==> config.mk <==
export PLATFORM = sky130hd
export DESIGN_NAME = debug_loader_fsm_flat
export DESIGN_NICKNAME = d
export VERILOG_FILES = /design/src/rtl/debug_loader_if.sv /design/src/rtl/debug_loader_fsm.sv /design/src/flat_wrapper.sv
export SDC_FILE = /design/constraint.sdc
export NUM_CORES = 1
export LEC_CHECK = 0
export ABC_CLOCK_PERIOD_IN_PS = 4500
export CAP_MARGIN = 0
export CORE_ASPECT_RATIO = 0.5
export CORE_MARGIN = 8
export CORE_UTILIZATION = 50
export CTS_CLUSTER_SIZE = 30
export DETAILED_ROUTE_END_ITERATION = 8
export HOLD_SLACK_MARGIN = 0.05
export PLACE_DENSITY_LB_ADDON = 0.25
export SKIP_CTS_REPAIR_TIMING = 1
export SYNTH_ARGS = -nofsm -noshare
export SYNTH_HDL_FRONTEND = slang
export SYNTH_SLANG_ARGS = --single-unit
==> constraint.sdc <==
create_clock -name clk -period 4.5 [get_ports clk]
set_clock_uncertainty 0.2 [all_clocks]
set_input_delay 0.9 -clock clk [delete_from_list [all_inputs] [get_ports clk]]
set_output_delay 0.9 -clock clk [all_outputs]
set_load 0.05 [all_outputs]
==> src/rtl/debug_loader_if.sv <==
// Bundles the signals exchanged between the debug loader and its neighbours:
// the UART receive byte stream, the pipeline halt level, the instruction-memory
// write port and the pipeline run/status outputs.
//
// Ports (by modport):
//   master : host/UART side and consumers. Drives i_rx_data, i_rx_done and
//            i_cpu_halted. Observes all o_* signals.
//   slave  : the loader itself. Sees i_* and drives o_*.
//
// Handshake: the receive stream is strobe-only. i_rx_data is meaningful only in
// a cycle where i_rx_done=1. i_rx_done is high for one cycle per byte, and may
// be high on consecutive cycles. There is no ready; the loader accepts every
// strobe in every state. Bytes a state has no use for are dropped.
interface debug_loader_if #(
    parameter int NB_DATA  = 8,
    parameter int NB_INSTR = 32,
    parameter int NB_ADDR  = 8
);
    logic [NB_DATA-1:0]  i_rx_data;
    logic                i_rx_done;
    logic                i_cpu_halted;
    logic                o_imem_we;
    logic [NB_ADDR-1:0]  o_imem_addr;
    logic [NB_INSTR-1:0] o_imem_data;
    logic                o_cpu_en;
    logic                o_load_done;
    logic                o_err_ovf;
    logic [2:0]          o_state;

    modport master (
        output i_rx_data, i_rx_done, i_cpu_halted,
        input  o_imem_we, o_imem_addr, o_imem_data, o_cpu_en,
        input  o_load_done, o_err_ovf, o_state
    );

    modport slave (
        input  i_rx_data, i_rx_done, i_cpu_halted,
        output o_imem_we, o_imem_addr, o_imem_data, o_cpu_en,
        output o_load_done, o_err_ovf, o_state
    );
endinterface

==> src/rtl/debug_loader_fsm.sv <==
// Debug-unit front end between the UART receiver and the MIPS pipeline.
// Decodes host command bytes, assembles MSB-first instruction words into
// sequential instruction-memory writes until the HALT word, then gates the
// pipeline clock enable for continuous or single-step execution until the
// pipeline reports HALT.
//
// Ports:
//   clk      : system clock
//   i_rst_n  : asynchronous active-low reset
//   bus      : debug_loader_if slave modport
//              in : i_rx_data, i_rx_done, i_cpu_halted
//              out: o_imem_we, o_imem_addr, o_imem_data, o_cpu_en,
//                   o_load_done, o_err_ovf, o_state (FSM encoding, debug)
//
// All outputs are registered; a byte strobed in cycle N acts in cycle N+1.
module debug_loader_fsm #(
    parameter int                  NB_DATA   = 8,
    parameter int                  NB_INSTR  = 32,
    parameter int                  NB_ADDR   = 8,
    parameter logic [NB_INSTR-1:0] HALT_WORD = 32'hFFFFFFFF,
    parameter logic [NB_DATA-1:0]  CMD_LOAD  = 8'h01,
    parameter logic [NB_DATA-1:0]  CMD_STEP  = 8'h02,
    parameter logic [NB_DATA-1:0]  CMD_CONT  = 8'h04
) (
    input  logic          clk,
    input  logic          i_rst_n,
    debug_loader_if.slave bus
);

    localparam int NB_BYTES = NB_INSTR / NB_DATA;
    localparam int NB_BCNT  = $clog2(NB_BYTES);
    localparam logic [NB_BCNT-1:0] LAST_BYTE = NB_BCNT'(NB_BYTES - 1);
    localparam logic [NB_ADDR-1:0] LAST_ADDR = '1;

    typedef enum logic [2:0] {
        ST_IDLE      = 3'd0,
        ST_LOAD      = 3'd1,
        ST_WAIT_MODE = 3'd2,
        ST_RUN       = 3'd3,
        ST_STEP      = 3'd4,
        ST_DONE      = 3'd5
    } state_t;

    state_t                       state_q;
    logic [NB_BCNT-1:0]           byte_cnt_q;
    logic [NB_ADDR-1:0]           word_addr_q;
    // Only the low bytes are kept: the oldest byte of a word is never needed
    // again once the word is complete.
    logic [NB_INSTR-NB_DATA-1:0]  asm_q;
    logic [NB_INSTR-1:0]          word_next;

    logic                         imem_we_q;
    logic [NB_ADDR-1:0]           imem_addr_q;
    logic [NB_INSTR-1:0]          imem_data_q;
    logic                         cpu_en_q;
    logic                         load_done_q;
    logic                         err_ovf_q;

    logic rx_load;
    logic rx_step;
    logic rx_cont;

    always_comb begin
        word_next = {asm_q, bus.i_rx_data};
        rx_load   = bus.i_rx_done && (bus.i_rx_data == CMD_LOAD);
        rx_step   = bus.i_rx_done && (bus.i_rx_data == CMD_STEP);
        rx_cont   = bus.i_rx_done && (bus.i_rx_data == CMD_CONT);
    end

    always_ff @(posedge clk or negedge i_rst_n) begin
        if (!i_rst_n) begin
            state_q     <= ST_IDLE;
            byte_cnt_q  <= '0;
            word_addr_q <= '0;
            asm_q       <= '0;
            imem_we_q   <= 1'b0;
            imem_addr_q <= '0;
            imem_data_q <= '0;
            cpu_en_q    <= 1'b0;
            load_done_q <= 1'b0;
            err_ovf_q   <= 1'b0;
        end else begin
            // Pulse outputs default low; imem_addr/imem_data hold.
            imem_we_q   <= 1'b0;
            load_done_q <= 1'b0;
            cpu_en_q    <= 1'b0;

            unique case (state_q)
                ST_IDLE: begin
                    if (rx_load) begin
                        state_q     <= ST_LOAD;
                        word_addr_q <= '0;
                        byte_cnt_q  <= '0;
                        asm_q       <= '0;
                    end
                end

                ST_LOAD: begin
                    if (bus.i_rx_done) begin
                        asm_q <= word_next[NB_INSTR-NB_DATA-1:0];
                        if (byte_cnt_q == LAST_BYTE) begin
                            byte_cnt_q  <= '0;
                            imem_we_q   <= 1'b1;
                            imem_addr_q <= word_addr_q;
                            imem_data_q <= word_next;
                            // Address saturates at the top of memory.
                            if (word_addr_q != LAST_ADDR) begin
                                word_addr_q <= word_addr_q + NB_ADDR'(1);
                            end
                            if (word_next == HALT_WORD) begin
                                load_done_q <= 1'b1;
                                state_q     <= ST_WAIT_MODE;
                            end else if (word_addr_q == LAST_ADDR) begin
                                // Memory full and still no HALT word.
                                err_ovf_q <= 1'b1;
                                state_q   <= ST_WAIT_MODE;
                            end
                        end else begin
                            byte_cnt_q <= byte_cnt_q + NB_BCNT'(1);
                        end
                    end
                end

                ST_WAIT_MODE: begin
                    if (rx_cont) begin
                        state_q  <= ST_RUN;
                        cpu_en_q <= 1'b1;
                    end else if (rx_step) begin
                        // The entry byte only selects the mode.
                        state_q <= ST_STEP;
                    end
                end

                ST_RUN: begin
                    if (bus.i_cpu_halted) begin
                        state_q <= ST_DONE;
                    end else begin
                        cpu_en_q <= 1'b1;
                    end
                end

                ST_STEP: begin
                    // Halt has priority over a coincident step byte.
                    if (bus.i_cpu_halted) begin
                        state_q <= ST_DONE;
                    end else if (rx_step) begin
                        cpu_en_q <= 1'b1;
                    end
                end

                ST_DONE: begin
                    if (rx_load) begin
                        state_q     <= ST_LOAD;
                        word_addr_q <= '0;
                        byte_cnt_q  <= '0;
                        asm_q       <= '0;
                        err_ovf_q   <= 1'b0;
                    end
                end

                default: state_q <= ST_IDLE;
            endcase
        end
    end

    assign bus.o_imem_we   = imem_we_q;
    assign bus.o_imem_addr = imem_addr_q;
    assign bus.o_imem_data = imem_data_q;
    assign bus.o_cpu_en    = cpu_en_q;
    assign bus.o_load_done = load_done_q;
    assign bus.o_err_ovf   = err_ovf_q;
    assign bus.o_state     = state_q;

endmodule

==> src/flat_wrapper.sv <==
// flat-port wrapper written by rule: the top's interface ports become plain ports
module debug_loader_fsm_flat 
#(
    parameter int                  NB_DATA   = 8,
    parameter int                  NB_INSTR  = 32,
    parameter int                  NB_ADDR   = 8,
    parameter logic [NB_INSTR-1:0] HALT_WORD = 32'hFFFFFFFF,
    parameter logic [NB_DATA-1:0]  CMD_LOAD  = 8'h01,
    parameter logic [NB_DATA-1:0]  CMD_STEP  = 8'h02,
    parameter logic [NB_DATA-1:0]  CMD_CONT  = 8'h04
)
  (clk, i_rst_n, bus_i_rx_data, bus_i_rx_done, bus_i_cpu_halted, bus_o_imem_we, bus_o_imem_addr, bus_o_imem_data, bus_o_cpu_en, bus_o_load_done, bus_o_err_ovf, bus_o_state);
  debug_loader_if #(.NB_DATA(NB_DATA), .NB_INSTR(NB_INSTR), .NB_ADDR(NB_ADDR)) bus_i ();
  input  logic clk;
  input  logic i_rst_n;
  input wire logic [$bits(bus_i.i_rx_data)-1:0] bus_i_rx_data;
  input wire logic [$bits(bus_i.i_rx_done)-1:0] bus_i_rx_done;
  input wire logic [$bits(bus_i.i_cpu_halted)-1:0] bus_i_cpu_halted;
  output wire logic [$bits(bus_i.o_imem_we)-1:0] bus_o_imem_we;
  output wire logic [$bits(bus_i.o_imem_addr)-1:0] bus_o_imem_addr;
  output wire logic [$bits(bus_i.o_imem_data)-1:0] bus_o_imem_data;
  output wire logic [$bits(bus_i.o_cpu_en)-1:0] bus_o_cpu_en;
  output wire logic [$bits(bus_i.o_load_done)-1:0] bus_o_load_done;
  output wire logic [$bits(bus_i.o_err_ovf)-1:0] bus_o_err_ovf;
  output wire logic [$bits(bus_i.o_state)-1:0] bus_o_state;
  assign bus_i.i_rx_data = bus_i_rx_data;
  assign bus_i.i_rx_done = bus_i_rx_done;
  assign bus_i.i_cpu_halted = bus_i_cpu_halted;
  assign bus_o_imem_we = bus_i.o_imem_we;
  assign bus_o_imem_addr = bus_i.o_imem_addr;
  assign bus_o_imem_data = bus_i.o_imem_data;
  assign bus_o_cpu_en = bus_i.o_cpu_en;
  assign bus_o_load_done = bus_i.o_load_done;
  assign bus_o_err_ovf = bus_i.o_err_ovf;
  assign bus_o_state = bus_i.o_state;
  debug_loader_fsm #(.NB_DATA(NB_DATA), .NB_INSTR(NB_INSTR), .NB_ADDR(NB_ADDR), .HALT_WORD(HALT_WORD), .CMD_LOAD(CMD_LOAD), .CMD_STEP(CMD_STEP), .CMD_CONT(CMD_CONT)) u_core (.clk(clk), .i_rst_n(i_rst_n), .bus(bus_i));
endmodule
* Yosys cells after proc, flatten, opt, wreduce, memory -nomap -nowiden
Index checks and enable logic that the tools add are counted.
** Word-level totals
- Register bits after elaboration :: 81
- Latch bits :: 0
- RAM bits :: 0
- Bits in read-only memories :: 0
- Input port bits :: 12
- Output and inout bits :: 47
- Logic and storage cells :: 86
- Memories :: 0
** Operators by class
- $add $sub $neg :: 2
- Multiply operators :: 0
- Div/mod/pow operators :: 0
- Order comparisons :: 0
- Equality and inequality tests :: 22
- Shifts and indexed selects :: 0
- Mux-type cells :: 39
- Bitwise gates (word level) :: 0
- Reduce and logical (&&, ||, !) cells :: 13
** Operator list (number)
- 2-to-1 mux 24 bit :: 2
- case mux 24 bit (2 select lines) :: 1
- == test 32 bit, second input constant :: 1
- 2-to-1 mux 8 bit :: 4
- 2-to-1 mux 3 bit :: 8
- 2-to-1 mux 1 bit :: 16
- case mux 8 bit (2 select lines) :: 1
- != test 2 x 1 -> 1 bit, second input constant :: 6
- case mux 3 bit (4 select lines) :: 1
- AND reduction 6 bit :: 2
- adder 8 x 1 -> 8 bit, second input constant :: 1
- == test 8 x 1 -> 1 bit, second input constant :: 1
- == test 8 x 2 -> 1 bit, second input constant :: 1
- == test 8 x 3 -> 1 bit, second input constant :: 1
- == test 8 bit, second input constant :: 1
- != test 8 bit, second input constant :: 1
- == test 3 x 2 -> 1 bit, second input constant :: 2
- == test 3 bit, second input constant :: 2
- 2-to-1 mux 2 bit :: 3
- != test 3 x 1 -> 1 bit, second input constant :: 2
- AND reduction 3 bit :: 2
- AND reduction 5 bit :: 1
- != test 2 bit, second input constant :: 2
- case mux 2 bit (2 select lines) :: 1
- other kinds (9) :: 13

* Logic depth before layout (Yosys ltp)
Gate-level depths: netlist of the first run.
- Depth in word-level cells :: 6
- Depth in mapped cells :: 8
- Mapped depth without buffers :: 6

* Least setup slack after synthesis of the first run
OpenSTA, ideal clock, no wires.
- Path kind :: input to register
- From :: input bus_i_rx_data[3]
- To :: register u_core.word_addr_q[7]
- Library setup time :: 0.124 ns
- Data arrival time :: 2.430 ns
- Data required time :: 4.176 ns
- Path slack :: 1.746 ns
- Stages on the path :: 5
- Buffers on the path :: 0
- Cell sequence :: or4_4 nor4_4 nor3b_2 o2bb2ai_1 a211o_1
** Between the ends
- Longest elaborated chain between the ends :: 4
** RTL lines
- start: declaration :: RTL line flat_wrapper.sv:16 : input wire logic [$bits(bus_i.i_rx_data)-1:0] bus_i_rx_data;
- == test 8 x 1 -> 1 bit :: RTL line debug_loader_fsm.sv:65 : rx_load = bus.i_rx_done && (bus.i_rx_data == CMD_LOAD);
- logical AND 1 bit :: RTL line debug_loader_fsm.sv:65
- != test 2 x 1 -> 1 bit (no line)
- AND reduction 5 bit (no line)
- end signal: assignment :: RTL line debug_loader_fsm.sv:108 : word_addr_q <= word_addr_q + NB_ADDR'(1);
- end: declaration :: RTL line debug_loader_fsm.sv:46 : logic [NB_ADDR-1:0] word_addr_q;
No other way between the ends.
A chain may end at the register's enable or synchronous reset.

* Final worst setup path of the first run
- From :: register u_core.state_q[0] (netlist: u_core.bus.o_state[0])
- To :: register u_core.imem_data_q[11] (netlist: u_core.bus.o_imem_data[11])
** Between the ends
- Longest elaborated chain between the ends :: 2
** RTL lines
- start: declaration :: RTL line debug_loader_fsm.sv:44 : state_t state_q;
- start signal: assignment :: RTL line debug_loader_fsm.sv:72 : state_q <= ST_IDLE;
- start signal: assignment :: RTL line debug_loader_fsm.sv:91 : state_q <= ST_LOAD;
- start signal: assignment :: RTL line debug_loader_fsm.sv:112 : state_q <= ST_WAIT_MODE;
- == test 3 x 1 -> 1 bit :: RTL line debug_loader_fsm.sv:88 : unique case (state_q)
- AND reduction 3 bit (no line)
- end signal: assignment :: RTL line debug_loader_fsm.sv:105 : imem_data_q <= word_next;
- end: declaration :: RTL line debug_loader_fsm.sv:54 : logic [NB_INSTR-1:0] imem_data_q;
No other way between the ends.

==> key figures, run 1 <==
Logic synthesis
  – #FFs+latches synth: 81
  – Main area contributors after synthesis: dfrtp_1 59%, mux2_2 13%, a22o_1 6.6%
  – Syn Area/Cell: approximately 13 sq um
  – Sequential-to-total area share from yosys stat: 0.5906
  – Simple-gate share of the synthesized area: 0.1024
  – Primary flip-flop cell chosen by synthesis mapping: dfrtp_1
  – Syn_nets: 276
  – Number of flops mapped to enable cells by yosys: 0
  – Cell accounting for the most synthesized area: dfrtp_1
  – Xor/xnor share of the synthesized area: 0.002552
  – Asr flop ratio synth: 1.000
  – Multiplexer share of the synthesized area: 0.1309
  – Cell with the most instances after synthesis: dfrtp_1
  – Largest family of logic cells by synthesized area: compound AO/OA/AOI/OAI gates
  – Top post-synthesis cells by count: 81 x dfrtp_1, 39 x mux2_2, 26 x a22o_1
  – Yosys top cell area share: 0.5906
  – Post-synth design cell area: 3432 sq um
  – YS warnings: 0
  – Synth Area in Adders: 0.007291
  – Distinct cells, synth: 46
  – Cells after synthesis: approximately 260
  – Post-synthesis compound-gate area fraction: 0.1447

Die
  – Die W: 133.2 microns
  – Die area: slightly below 10000 sq um
  – Io pins: 59
  – DIE HEIGHT: 74.59 microns
  – Core ar.: 6674 sq um
  – # rows: 21
  – Initial core utilization: 0.5142

Cells and area
  – Antenna Cells: 0
  – Final net count: 333
  – Layout area overhead: 27.38%
  – Ratio of cells with drive above 1 in the final layout: 0.2099

STA
  – Slew Viols, Final: 0
  – Fin crit share: 0.6942
  – Fin crit period: 3124 ps
  – Final setup viols: 0
  – Worst relative slew slack: 0.2647
  – F_max: 0.3201 GHz
  – Final setup TNS: 0 ps
  – RSZ-0062 raised after global routing: false
  – Final setup margin: 1376 ps
  – Final hold violation count: 0
  – Slew @ Worst Pin: 1103 ps

Placement
  – Hpwl dp: 5.383 mm
  – Placement Setup Slack: around 1000 ps
  – Port buffer count: 58
  – Final Wtd Congestion: between 0.8 and 0.9

Detailed routing
  – Initial drt markers: 201
  – Vias per std cell: 5.791
  – DR pass1 iterations: 4
  – Vias: 2409
  – Post-route ant nets: 0
  – Routed Wire Length: 7.568 mm
  – Wire length per cell: 18.19 microns
  – Post-route DRC: 0

Setup path
  – Crit path max fanout: 30
  – Critical Path RT: roughly 4500 ps
  – Worst setup SP type: register
  – WP data arrival: between 3000 and 4000 ps
  – CP Capture Type: register
  – Crit path kind: register to register

Power and ir drop
  – Final Power: 3223 uW
  – PwrDens: 737.3 nW/um^2
  – Maximum VDD drop: around 0.00035 V
  – Leakage power of the design: 0.001987 uW

Clock tree
  – TritonCTS Buffers: 9
  – Clk buf depth: 2
  – CTS tree: yes
  – Clock Sinks: 81
  – Root buffer cell: clkbuf_16
  – CTS H-tree lvls: 3
  – Worst skew pair latency: about 340 ps
  – Clk pin slew, worst setup/hold paths: 60 ps

GRT
  – GR Overflow Total: 0
  – Pin count of the biggest net entering global routing: a little over 80
  – Antenna violations before repair: 0
  – Overall Global Routing Usage: 0.1622
  – Vias in the first global route: 2494
  – First-pass GRT wire length: 12.58 mm

Outcome
  – Outcome: completed

Job
  – Reported max-cap violation count: 0

Min path
  – Hold WC Path Type: register to register
## area by class of cell
class                      instances  area (sq um)
fill                             519          2302
sequential                        81          2027
multi-input combinational        164          1335
timing repair buffer              60         593.1
clock buffer                      10         239.0
tap                               92         115.1
clock inverter                     6         51.30
inverter                           3         11.26
## worst max-delay path: stages (launching register included)
cell and delay (ps):
dfrtp_1 560, nor3b_1 580, and2_1 870, nand2_1 160, buf_4 290, mux2_2 310
## cells in the final DEF, fill, tap and decap left out, types with 6 or more instances in the layout
master           Yosys  layout
dfrtp_1             81      81
clkdlybuf4s50_1      0      57
mux2_2              39      39
a22o_1              26      26
nand2_1             11      11
nor2_1              10      10
clkbuf_16            0       9
nand4_1              8       8
a21oi_1              8       7
a31oi_1              6       6
## through the flow
stage                     utilization  cells  cell area (sq um)  hold slack (ps)
after floorplan                     -    262               3432            270.1
after global placement         0.6115    400               4081            270.5
after detailed placement       0.6115    400               4081            275.9
after CTS                      0.6550    416               4372            289.3
after global routing           0.6550    416               4372            325.1
final                          0.6550    416               4372            283.1
## registers in the layout, indices dropped and copies added (netlist names)
register                count
u_core.bus.o_err_ovf        1
u_core.bus.o_cpu_en         1
u_core.bus.o_imem_data     32
u_core.asm_q               24
u_core.bus.o_load_done      1
u_core.byte_cnt_q           2
u_core.bus.o_state          3
u_core.word_addr_q          8
u_core.bus.o_imem_we        1
u_core.bus.o_imem_addr      8
## final timing paths
kind	from	to	slack, ps	cells past startpoint
max in group asynchronous	i_rst_n	u_core.bus.o_load_done	2930	1
min	u_core.bus.o_imem_addr[1]	u_core.bus.o_imem_addr[1]	280	2
max reg2reg	u_core.bus.o_state[0]	u_core.bus.o_imem_data[11]	1380	5
min in group asynchronous	i_rst_n	u_core.bus.o_imem_addr[1]	520	1
min reg2reg	u_core.bus.o_imem_addr[1]	u_core.bus.o_imem_addr[1]	280	2
max	u_core.bus.o_state[0]	u_core.bus.o_imem_data[11]	1380	5
## per-layer routing
layer / part of all wire / vias to the layer above / track usage
li1: - / 1104 / -
met1: 0.43 / 1230 / 0.1891
met2: 0.49 / 61 / 0.2624
met3: 0.068 / 14 / 0.07210
met4: 0.016 / 0 / 0.06535
met5: 0 / - / 0
## report_power, final
| part | internal (uW) | total (uW) | switching, uW |
|---|---|---|---|
| Sequential | 976 | 1210 | 229 |
| Combinational | 519 | 1320 | 804 |
| Clock | 395 | 694 | 300 |
| Total | 1890 | 3220 | 1330 |
## cells by family after synthesis
family                   Yosys count
AO/OA/AOI/OAI                     61
XOR/XNOR                           1
adder cells (fa/ha/maj)            2
buffers and inverters             17
flip-flops                        81
multiplexers                      40
AND/OR/NAND/NOR                   60
Power figures use the tool's default switching activity.
==> inputs of run 2 (changes only) <==
- ABC_CLOCK_PERIOD_IN_PS: 4500 -> 3060
- clock period: 4.5 -> 3.06 ns (I/O delays scaled with it)
==> run 2 against run 1 <==
Net effect: global-route usage down 0.072 points; sequential power up 46%; clock-buffer cell count down 1; routed wire length down 1.8%; power up 45%; core utilization up 0.71 points; largest power group unchanged; clock power up 40%; largest cell class unchanged.
==> key figures, run 2 (synthesis results as in run 1) <==
Detailed routing
  – Vias: 2401
  – Wire length per cell: 17.53 microns
  – DR pass1 iterations: 4
  – Post-route ant nets: 0
  – Initial drt markers: 173
  – Vias per std cell: 5.663
  – Post-route DRC: 0
  – Routed Wire Length: 7.434 mm

Clock tree
  – CTS H-tree lvls: 3
  – TritonCTS Buffers: 9
  – Root buffer cell: clkbuf_16
  – Clock Sinks: 81
  – CTS tree: yes
  – Worst skew pair latency: 340 ps
  – Clk pin slew, worst setup/hold paths: around 60 ps
  – Clk buf depth: 2

Placement
  – Placement Setup Slack: -45.46 ps
  – Hpwl dp: around 5.3 mm
  – Final Wtd Congestion: 0.8256
  – Port buffer count: 58

Setup path
  – Crit path max fanout: 7
  – WP data arrival: 2810 ps
  – Reg2reg path depth: 5
  – Critical Path RT: 3120 ps
  – Crit path kind: primary input to register
  – Crit. Startpoint: bus_i_rx_data[3]
  – Capture point of the worst reg-to-reg path: u_core.word_addr_q[6]
  – Worst reg-to-reg setup slack: 510 ps
  – Reg2Reg Launch Point: u_core.bus.o_state[1]
  – CP Capture Type: register
  – Worst setup SP type: primary input
  – CP endpoint: u_core.word_addr_q[1]

Job
  – Reported max-cap violation count: 0

GRT
  – GR Overflow Total: 0
  – Overall Global Routing Usage: 0.1615
  – Pin count of the biggest net entering global routing: between 80 and 90
  – First-pass GRT wire length: 12.70 mm
  – Antenna violations before repair: 0
  – Vias in the first global route: 2537

Die
  – Die W: between 100 and 150 microns
  – Io pins: 59
  – Die area: 9932 sq um
  – DIE HEIGHT: 74.59 microns
  – Initial core utilization: 0.5142
  – # rows: 21
  – Core ar.: 6674 sq um

Cells and area
  – Commonest non-fill, non-tap cells in the layout: 81 x dfrtp_1, 57 x clkdlybuf4s50_1, 39 x mux2_2
  – Final net count: 342
  – Antenna Cells: 0
  – Fillers: around 510
  – Layout area overhead: 28.76%
  – Number of flip-flops in the largest register: 32
  – Most common cell after layout, fill and taps aside: dfrtp_1
  – Final Core Density: 0.6622
  – Ratio of cells with drive above 1 in the final layout: 0.2289

STA
  – Final setup viols: 0
  – Fin crit period: 2746 ps
  – Final hold violation count: 0
  – Fin crit share: 0.8974
  – Worst relative slew slack: 0.3376
  – Final setup margin: about 310 ps
  – Slew Viols, Final: 0
  – F_max: 0.3641 GHz
  – Slew @ Worst Pin: 993.6 ps
  – RSZ-0062 raised after global routing: false

Power and ir drop
  – PwrDens: 1060 nW/um^2
  – Maximum VDD drop: about 0.00044 V
  – Leakage power of the design: 0.002021 uW

Min path
  – Hold WC Path Type: primary input to asynchronous set/reset pin

Outcome
  – Outcome: completed
[run 2: cell count changes in the layout (fill, tap and decap cells not counted), sizes merged]
cell    delta
buf        +9
inv        -1
clkinv     +1
clkbuf     -1
[run 2: area by class of cell]
type                    count  area (sq um)  share of cell area
flip-flops and latches     81          2027              0.4587
multi-input cells         164          1335              0.3021
repair buffers             69         660.6              0.1495
clock buffers               9         225.2             0.05096
well taps                  92         115.1             0.02605
clock inverters             6         45.04             0.01019
inverters                   3         11.26            0.002548
[run 2: through the flow]
step           cells  power [uW]  area, sq um  setup TNS (ps)  hold WS (ps)
2_1_floorplan    262        3075         3432               0         116.4
3_3_place_gp     409        3669         4149               0         269.9
3_5_place_dp     409        3736         4149          -146.4         292.4
4_1_cts          424        4718         4419               0         275.5
5_1_grt          424        4922         4419               0         318.0
6_report         424        4685         4419               0         202.1
[run 2: worst min-delay path by stage]
stage | start | to | slack, ps | depth (start not counted)
6_report | i_rst_n | u_core.bus.o_imem_addr[1] | 200 | 1
2_1_floorplan | i_rst_n | u_core.asm_q[0] | 120 | 0
4_1_cts | i_rst_n | u_core.bus.o_imem_addr[2] | 280 | 1
3_5_place_dp | u_core.bus.o_imem_data[10] | u_core.bus.o_imem_data[10] | 290 | 1
3_3_place_gp | u_core.bus.o_imem_addr[1] | u_core.bus.o_imem_addr[1] | 270 | 2
5_1_grt | i_rst_n | u_core.bus.o_imem_addr[1] | 320 | 1
[run 2: where the power goes]
part / switching (uW) / internal (uW) / total (uW)
registers: 330 / 1440 / 1770
clock network: 424 / 546 / 971
logic: 1170 / 776 / 1950
total: 1930 / 2760 / 4680
[run 2: per-layer routing]
layer	vias to the layer above	GRT usage	part of all wire
li1	1116	-	-
met1	1232	0.1838	0.43
met2	41	0.2829	0.51
met3	12	0.05391	0.045
met4	0	0.06289	0.010
met5	-	0	0
[run 2: worst max-delay path, stage by stage]
cell	delay [ps]
clkdlybuf4s50_1	430
or4_4	570
nor4_4	390
nor3b_2	340
a2bb2oi_4	250
mux2i_1	210
